## src/rtl/nibble_add_pkg.sv

```systemverilog
// Shared types and constants for the nibble-serial adder sequencer.
package nibble_add_pkg;

    localparam int NIBBLE_W = 4;

    typedef enum logic [1:0] {
        IDLE = 2'd0,
        RUN  = 2'd1,
        DONE = 2'd2
    } state_e;

    // Index register width; a single-nibble build still needs a 1-bit index.
    function automatic int idx_width(input int n);
        return (n > 1) ? $clog2(n) : 1;
    endfunction

endpackage

```

## src/rtl/cla4_slice.sv

```systemverilog
// Combinational 4-bit carry-lookahead adder slice.
module cla4_slice
    import nibble_add_pkg::*;
(
    input  logic [NIBBLE_W-1:0] a,
    input  logic [NIBBLE_W-1:0] b,
    input  logic                ci,
    output logic [NIBBLE_W-1:0] s,
    output logic                co
);

    logic [NIBBLE_W-1:0] p;
    logic [NIBBLE_W-1:0] g;
    logic [NIBBLE_W:0]   c;

    // Propagate/generate terms and flattened lookahead carries
    always_comb begin
        p    = a ^ b;
        g    = a & b;
        c[0] = ci;
        c[1] = g[0] | (p[0] & ci);
        c[2] = g[1] | (p[1] & g[0]) | (p[1] & p[0] & ci);
        c[3] = g[2] | (p[2] & g[1]) | (p[2] & p[1] & g[0])
             | (p[2] & p[1] & p[0] & ci);
        c[4] = g[3] | (p[3] & g[2]) | (p[3] & p[2] & g[1])
             | (p[3] & p[2] & p[1] & g[0]) | (p[3] & p[2] & p[1] & p[0] & ci);
        s    = p ^ c[NIBBLE_W-1:0];
        co   = c[4];
    end

endmodule

```

## src/rtl/nibble_add_sequencer.sv

```systemverilog
// Nibble-serial adder: one 4-bit CLA slice reused LSB nibble first.
// Optional subtract mode (port sub) is enabled by defining NIBBLE_ADD_SUB_EN.
//
// state | meaning
// IDLE  | waiting for start; operands captured when start=1
// RUN   | one nibble added per cycle, index 0..NIBBLES-1
// DONE  | result valid, done pulses for this single cycle
module nibble_add_sequencer
    import nibble_add_pkg::*;
#(
    parameter int NIBBLES = 4
)
(
    input  logic                         clk,
    input  logic                         rst,
    input  logic                         start,
    input  logic [NIBBLE_W*NIBBLES-1:0]  a,
    input  logic [NIBBLE_W*NIBBLES-1:0]  b,
    input  logic                         cin,
`ifdef NIBBLE_ADD_SUB_EN
    input  logic                         sub,
`endif
    output logic                         busy,
    output logic                         done,
    output logic [NIBBLE_W*NIBBLES-1:0]  sum,
    output logic                         cout,
    output logic                         ovf
);

    localparam int W     = NIBBLE_W * NIBBLES;
    localparam int IDX_W = idx_width(NIBBLES);

    state_e             state_q, state_d;
    logic [W-1:0]       a_q, a_d;
    logic [W-1:0]       b_q, b_d;
    logic [W-1:0]       sum_q, sum_d;
    logic [IDX_W-1:0]   idx_q, idx_d;
    logic               carry_q, carry_d;
    logic               cout_q, cout_d;
    logic               ovf_q, ovf_d;

    logic [NIBBLE_W-1:0] a_nib;
    logic [NIBBLE_W-1:0] b_nib;
    logic [NIBBLE_W-1:0] s_nib;
    logic                co_nib;
    logic                c_msb;

    // Route the active nibble of the captured operands to the slice
    always_comb begin
        a_nib = '0;
        b_nib = '0;
        for (int i = 0; i < NIBBLES; i++) begin
            if (idx_q == IDX_W'(i)) begin
                a_nib = a_q[i*NIBBLE_W +: NIBBLE_W];
                b_nib = b_q[i*NIBBLE_W +: NIBBLE_W];
            end
        end
    end

    cla4_slice u_slice (
        .a  (a_nib),
        .b  (b_nib),
        .ci (carry_q),
        .s  (s_nib),
        .co (co_nib)
    );

    // Carry into the top bit recovered from the slice sum: s = a ^ b ^ c
    assign c_msb = s_nib[NIBBLE_W-1] ^ a_nib[NIBBLE_W-1] ^ b_nib[NIBBLE_W-1];

    // Next-state and datapath update; subtract is stored as inverted B
    always_comb begin
        state_d = state_q;
        a_d     = a_q;
        b_d     = b_q;
        sum_d   = sum_q;
        idx_d   = idx_q;
        carry_d = carry_q;
        cout_d  = cout_q;
        ovf_d   = ovf_q;
        case (state_q)
            IDLE: begin
                if (start) begin
                    state_d = RUN;
                    a_d     = a;
`ifdef NIBBLE_ADD_SUB_EN
                    b_d     = sub ? ~b : b;
                    carry_d = sub ? 1'b1 : cin;
`else
                    b_d     = b;
                    carry_d = cin;
`endif
                    idx_d   = '0;
                    sum_d   = '0;
                    cout_d  = 1'b0;
                    ovf_d   = 1'b0;
                end
            end
            RUN: begin
                for (int i = 0; i < NIBBLES; i++) begin
                    if (idx_q == IDX_W'(i)) begin
                        sum_d[i*NIBBLE_W +: NIBBLE_W] = s_nib;
                    end
                end
                carry_d = co_nib;
                if (idx_q == IDX_W'(NIBBLES - 1)) begin
                    state_d = DONE;
                    cout_d  = co_nib;
                    ovf_d   = co_nib ^ c_msb;
                end else begin
                    idx_d = idx_q + IDX_W'(1);
                end
            end
            DONE: begin
                state_d = IDLE;
            end
            default: begin
                state_d = IDLE;
            end
        endcase
    end

    // State and datapath registers, asynchronously cleared
    always_ff @(posedge clk or posedge rst) begin
        if (rst) begin
            state_q <= IDLE;
            a_q     <= '0;
            b_q     <= '0;
            sum_q   <= '0;
            idx_q   <= '0;
            carry_q <= 1'b0;
            cout_q  <= 1'b0;
            ovf_q   <= 1'b0;
        end else begin
            state_q <= state_d;
            a_q     <= a_d;
            b_q     <= b_d;
            sum_q   <= sum_d;
            idx_q   <= idx_d;
            carry_q <= carry_d;
            cout_q  <= cout_d;
            ovf_q   <= ovf_d;
        end
    end

    assign busy = (state_q != IDLE);
    assign done = (state_q == DONE);
    assign sum  = sum_q;
    assign cout = cout_q;
    assign ovf  = ovf_q;

endmodule

```

## config.mk

```make
export PLATFORM = sky130hd
export DESIGN_NAME = nibble_add_sequencer
export DESIGN_NICKNAME = d
export VERILOG_FILES = /design/src/rtl/nibble_add_pkg.sv /design/src/rtl/cla4_slice.sv /design/src/rtl/nibble_add_sequencer.sv
export SDC_FILE = /design/constraint.sdc
export NUM_CORES = 1
export LEC_CHECK = 0
export BUFFER_PORTS_ARGS = -buffer_cell sky130_fd_sc_hd__buf_2
export CAP_MARGIN = 15
export CORE_ASPECT_RATIO = 0.5
export CORE_UTILIZATION = 54
export DETAILED_ROUTE_END_ITERATION = 7
export PLACE_DENSITY = 0.79
export SETUP_SLACK_MARGIN = 0.05
export SLEW_MARGIN = 20
export SYNTH_ARGS = -nofsm -noshare
export SYNTH_HDL_FRONTEND = slang
export SYNTH_SLANG_ARGS = --single-unit
```

## constraint.sdc

```tcl
create_clock -name clk -period 3.61 [get_ports clk]
set_input_delay 0.361 -clock clk [delete_from_list [all_inputs] [get_ports clk]]
set_output_delay 0.361 -clock clk [all_outputs]
set_load 0.02 [all_outputs]
```

# Yosys cells after proc, flatten, opt, wreduce, memory -nomap -nowiden
# Index checks and enable logic that the tools add are counted.
# totals
regBits	55
latch_bits	0
ramBits	0
romBits	0
inputBits	36
out_inout_bits	20
elab_cells	94
mem_count	0
# classes
add_sub_neg	1
multipliers	0
n_div	0
n_lt_le_gt_ge	0
n_eq_ne	11
n_shift	0
n_mux	27
bitwise_logic	32
n_reduce_logical	12
# ops
op	count
4-bit two-way mux	12
16-bit one-hot mux with 2 select lines	1
1-bit AND	16
16-bit two-way mux	1
3-bit AND reduction	5
2-bit != test (second input constant)	6
1-bit OR	10
2-bit two-way mux	4
2-bit one-hot mux with 2 select lines	2
4-bit XOR	2
2-bit equality test (second input constant)	3
1-bit one-hot mux with 2 select lines	3
2-bit AND reduction	3
4-bit AND	1
2-bit by 1-bit equality test with 1-bit output (second input constant)	2
2-bit zero test	2
1-bit two-way mux	4
2-bit nonzero test	2
1-bit XOR	3
2-bit by 1-bit adder with 2-bit output (second input constant)	1

# Logic depth before layout (Yosys ltp)
# logic_depth
ltp_word	16
depth_mapped	14
depth_no_buf	12

# Cells and area by module
# A second synthesis with hierarchy kept.
# hier_totals
cells_unflattened	268
area_unflattened_um2	2824.0
# by_module_without_submodules
mod	n_inst	cells_per_inst	area_each_um2
nibble_add_sequencer	1	251	2676.3
cla4_slice	1	17	147.6

# Worst setup path after synthesis
# No wires, ideal clock.
# synth_timing
path_type	flip-flop to flip-flop
start	register idx_q[0]
end	register ovf_q (netlist: ovf)
setup_time_ns	0.121
arrival_time_ns	2.776
required_ns	3.489
slack_ns	0.713
stages_incl_launch_ff	14
n_path_buf	1
synth_period_minus_slack_ns	2.897
path_cell_list	dfrtp_1 > inv_1 > ha_1 > clkbuf_1 > nand3b_1 > a21oi_1 > a21oi_1 > o21ai_0 > ha_1 > a21o_1 > a31oi_2 > mux2i_1 > xnor2_1 > a22o_1
# synth_via
elab_chain_len	16
elab_cells_between_ends	41
classes_between	4 x eq/ne; 10 x mux; 25 x bitwise; 2 x reduce/logical
# synth_lines
item	line_no	source
start: declaration	nibble_add_sequencer.sv:37	logic [IDX_W-1:0] idx_q, idx_d;
start signal: assignment	nibble_add_sequencer.sv:139	idx_q <= idx_d;
2-bit zero test	nibble_add_sequencer.sv:53	if (idx_q == IDX_W'(i)) begin
4-bit two-way mux (4 in series)	nibble_add_sequencer.sv:53	
4-bit XOR / 4-bit AND (equally long branches)	cla4_slice.sv:18, cla4_slice.sv:19	
1-bit AND, on equally long branches	cla4_slice.sv:23, cla4_slice.sv:24	
1-bit OR (tied with other cells)	cla4_slice.sv:23	c[3] = g[2] | (p[2] & g[1]) | (p[2] & p[1] & g[0])
1-bit OR / 1-bit AND (equally long branches)	cla4_slice.sv:23, cla4_slice.sv:24	
1-bit OR	cla4_slice.sv:24	| (p[2] & p[1] & p[0] & ci);
4-bit XOR	cla4_slice.sv:27	s = p ^ c[NIBBLE_W-1:0];
1-bit XOR (2 in series)	nibble_add_sequencer.sv:69	assign c_msb = s_nib[NIBBLE_W-1] ^ a_nib[NIBBLE_W-1] ^ b_nib[NIBBLE_W-1];
1-bit XOR	nibble_add_sequencer.sv:109	ovf_d = co_nib ^ c_msb;
1-bit two-way mux	nibble_add_sequencer.sv:106	if (idx_q == IDX_W'(NIBBLES - 1)) begin
1-bit one-hot mux with 2 select lines	nibble_add_sequencer.sv:81	case (state_q)
end signal: assignment	nibble_add_sequencer.sv:142	ovf_q <= ovf_d;
end: declaration	nibble_add_sequencer.sv:40	logic ovf_q, ovf_d;
# Several ways; a longest one is shown, not always the timed one. The select of a mux whose other input is x is not followed.
# A chain may end at the register's enable or synchronous reset.

# Worst setup path in the final report
# layout_timing
start	register idx_q[1]
end	register ovf_q (netlist: ovf)
# Same word-level chain as after synthesis.

==> tab_implementation.tex <==
\begin{tabular}{lr}
\hline
Metric & Value \\
\hline
\multicolumn{2}{l}{\textbf{Run status}} \\
\quad Status & completed \\
\multicolumn{2}{l}{\textbf{Setup path}} \\
\quad Data arrival time of the worst path & 3.45 ns \\
\quad Crit path kind & flip-flop to flip-flop \\
\quad Crit-path max FO & 20 \\
\quad Kind of launch point of the worst setup path & flip-flop \\
\quad Launch instance of the worst register-to-register path & idx\_q[1]\$\_DFFE\_PP0P\_ \\
\quad Worst setup EP type & flip-flop \\
\quad Setup slack of the most critical reg-to-reg path & 0.37 ns \\
\quad Worst Reg-to-Reg Cells & 12 \\
\quad FF-to-FF End & ovf\$\_DFFE\_PP0P\_ \\
\quad WP data required & 3.82 ns \\
\multicolumn{2}{l}{\textbf{Power}} \\
\quad Pwr Total & 3310 uW \\
\quad Cell area power density & 1090 nW/um\^{}2 \\
\quad P\_leak & 0.00145 uW \\
\quad IR Drop Worst-Case VDD & 0.463 mV \\
\multicolumn{2}{l}{\textbf{Timing}} \\
\quad Transition time at the pin with the least slew margin & 0.935 ns \\
\quad Final worst clock skew & 0.0101 ns \\
\quad Final-report setup violation count & 0 \\
\quad Share of the clock period used by the worst path after layout & 89.6\% \\
\quad Number of slew-limit violations in the final report & 0 \\
\quad Fin worst setup slack & 0.374 ns \\
\quad Slew HR & 37.6\% \\
\quad Total negative slack & 0 ns \\
\quad Maximum clock frequency & 0.309 GHz \\
\quad Number of hold-slack violations in the final timing report & 0 \\
\quad Setup repair after global routing missed its margin & false \\
\quad Final min period & 3.24 ns \\
\multicolumn{2}{l}{\textbf{Global route}} \\
\quad Antenna violations before repair & 0 \\
\quad Pin count of the biggest net entering global routing & 56 \\
\quad Global-route congestion overflow total & 0 \\
\quad Via count of the first global-routing pass & 1723 \\
\quad Total global routing track utilization & 22.1\% \\
\quad Wire length of the first global-routing pass & 8.49 mm \\
\multicolumn{2}{l}{\textbf{Yosys}} \\
\quad Mean cell area of the mapped netlist & 12.4 um\^{}2 \\
\quad Post-synthesis cell area & 2650 um\^{}2 \\
\quad Sequential fraction of the synthesis area & 51.9\% \\
\quad Syn Nets & 259 \\
\quad Share of synthesized registers carrying an async set or reset & 100\% \\
\quad Gate Count Post-Synth & 214 \\
\quad Count of different cell masters after synthesis & 33 \\
\quad Count of state elements after synthesis & 55 \\
\quad Top FF cell, synth & dfrtp\_1 \\
\quad Number of warning messages in the yosys log & 0 \\
\quad EDFF count, synth & 0 \\
\multicolumn{2}{l}{\textbf{Job}} \\
\quad Reported max-cap violation count & 0 \\
\multicolumn{2}{l}{\textbf{Route}} \\
\quad Post-detailed-route count of antenna-violating nets & 0 \\
\quad Ratio of routed vias to standard cells & 5.49 \\
\quad Routed wire per std cell & 15.4 um \\
\quad Total vias in the final route & 1827 \\
\quad 1st-iter DRT viols & 60 \\
\quad Routed WL & 5.12 mm \\
\quad Total iterations of the first detailed-routing run & 4 \\
\quad Residual DRC & 0 \\
\multicolumn{2}{l}{\textbf{Layout}} \\
\quad Number of filler cells placed in the layout & 376 \\
\quad Layout overhead on the synthesized area & 14.8\% \\
\quad Final Instance Area & 3050 um\^{}2 \\
\quad Diode insertion count for antenna repair & 0 \\
\quad Share of post-route cells with drive strength above 1 & 41.6\% \\
\quad Highest-count cells in the layout ignoring fill and taps & 55 x dfrtp\_1, 55 x buf\_2, 36 x mux2\_2 \\
\quad Area occupied by registers & 1380 um\^{}2 \\
\quad Multi-input gate area in the final layout & 1180 um\^{}2 \\
\quad Total number of nets in the final design & 311 \\
\multicolumn{2}{l}{\textbf{CTS}} \\
\quad Post-CTS repair timing setup buffer count & 0 \\
\quad Count of cells resized by post-cts repair & 0 \\
\quad CTS H-tree lvls & 2 \\
\quad Buffer cell driving the clock tree root & clkbuf\_8 \\
\quad Post-cts hold buffer count & 0 \\
\quad Worst skew pair latency & 0.31 ns \\
\quad Clock tree from TritonCTS & built \\
\quad Number of buffers created by CTS & 5 \\
\quad Maximum number of buffers from clock root to sink & 2 \\
\quad Clock transition time at the flip-flop clock pins of the worst setup and hold paths & 0.10 ns \\
\quad Clock sink count & 55 \\
\multicolumn{2}{l}{\textbf{Place}} \\
\quad Dpl cell area & 2960 um\^{}2 \\
\quad Dpl ws & 0.425 ns \\
\quad IO buf count & 55 \\
\quad Last weighted congestion value of the routability-driven placer & 0.786 \\
\quad DPL Wire Length & 3.78 mm \\
\multicolumn{2}{l}{\textbf{Floorplan}} \\
\quad Die area & 5220 um\^{}2 \\
\quad Number of rows in the core area & 17 \\
\quad Vertical die dimension & 51.6 um \\
\quad Initial Utilization & 58.3\% \\
\quad Placeable core region & 4550 um\^{}2 \\
\quad Die extent in x & 101 um \\
\quad I/O pins & 56 \\
\multicolumn{2}{l}{\textbf{Min path}} \\
\quad HP Class & primary input to async pin \\
\hline
\end{tabular}
-- logic make-up (layout without fill, tap and decap cells) --
| kind of cell | Yosys count | count (layout) | synth area share [%] |
|---|---|---|---|
| AO/OA/AOI/OAI | 45 | 45 | 12.2 |
| XOR/XNOR | 6 | 6 | 1.98 |
| adder cells (fa/ha/maj) | 9 | 9 | 4.53 |
| buffers and inverters | 18 | 71 | 3.82 |
| flip-flops | 55 | 55 | 51.9 |
| multiplexers | 38 | 38 | 16.1 |
| AND/OR/NAND/NOR | 43 | 43 | 9.57 |
-- worst max-delay path by stage --
stage	from	endpoint	slack [ns]	cells after the start
after floorplan	idx_q[0]$_DFFE_PP0P_	ovf$_DFFE_PP0P_	0.71	13
after global placement	idx_q[1]$_DFFE_PP0P_	ovf$_DFFE_PP0P_	0.63	12
after detailed placement	idx_q[1]$_DFFE_PP0P_	ovf$_DFFE_PP0P_	0.42	12
after CTS	idx_q[1]$_DFFE_PP0P_	ovf$_DFFE_PP0P_	0.40	12
after global routing	idx_q[1]$_DFFE_PP0P_	ovf$_DFFE_PP0P_	0.15	12
final	idx_q[1]$_DFFE_PP0P_	ovf$_DFFE_PP0P_	0.37	12
-- synth_stat cells, types with 2 or more instances --
cell	instances	area (um^2)
buf_4	4	30.0
ha_1	8	100
nand3b_4	2	40.0
and2_1	2	12.5
buf_2	3	15.0
nor3b_1	2	15.0
xnor2_1	4	35.0
nor2_1	4	15.0
o21ai_0	8	40.0
a211oi_2	2	25.0
nand2_1	17	63.8
a32o_1	7	70.1
nand3b_1	6	45.0
dfrtp_1	55	1380
a22o_1	6	52.6
nor2_2	2	12.5
nor2b_1	6	37.5
buf_6	2	22.5
a211oi_1	2	15.0
clkbuf_1	4	15.0
xor2_1	2	17.5
a21o_1	2	15.0
mux2_2	36	405
inv_1	5	18.8
a21oi_1	15	75.1
-- per-stage QoR --
step           utilization (%)  hold WS, ns  cells
2_1_floorplan                -        0.480    214
3_3_place_gp              65.0        0.463    325
3_5_place_dp              65.0        0.473    325
4_1_cts                   66.9        0.270    333
5_1_grt                   66.9        0.260    333
6_report                  66.9        0.219    333
-- cell type report --
type                       count  share of cell area (%)
clock buffer                   5                    2.26
clock inverter                 3                   0.657
inverter                       5                   0.657
multi-input combinational    141                    38.8
sequential                    55                    45.2
tap                           66                    2.71
timing repair buffer          58                    9.77
-- power by group --
part	switching [uW]	internal, uW	total [uW]	leakage, uW
Sequential	162	899	1060	0.000677
Combinational	1030	874	1900	0.000731
Clock	206	135	341	0.0000402
Total	1400	1910	3310	0.00145
-- registers in the layout, indices dropped and copies added, names as in the netlist --
signal,flops
carry_q,1
ovf,1
idx_q,2
state_q,2
b_q,16
cout,1
sum,16
a_q,16
-- layer usage --
layer | GRT usage (%) | share of wire [%]
met5 | 0 | 0
met3 | 4.57 | 5.5
met1 | 31.1 | 48
met4 | 5.80 | 1.0
met2 | 35.5 | 46
-- critical path: stages, from the launching register on --
cell and delay (ns):
dfrtp_1 0.42, inv_1 0.11, ha_1 0.56, nand2_1 0.12, a21oi_1 0.15, a21oi_1 0.05
o21ai_0 0.33, ha_1 0.30, a21o_1 0.18, a31oi_2 0.34, mux2i_1 0.29, xnor2_1 0.10
a22o_1 0.18
No activity file was read; power rests on OpenSTA's default activity.
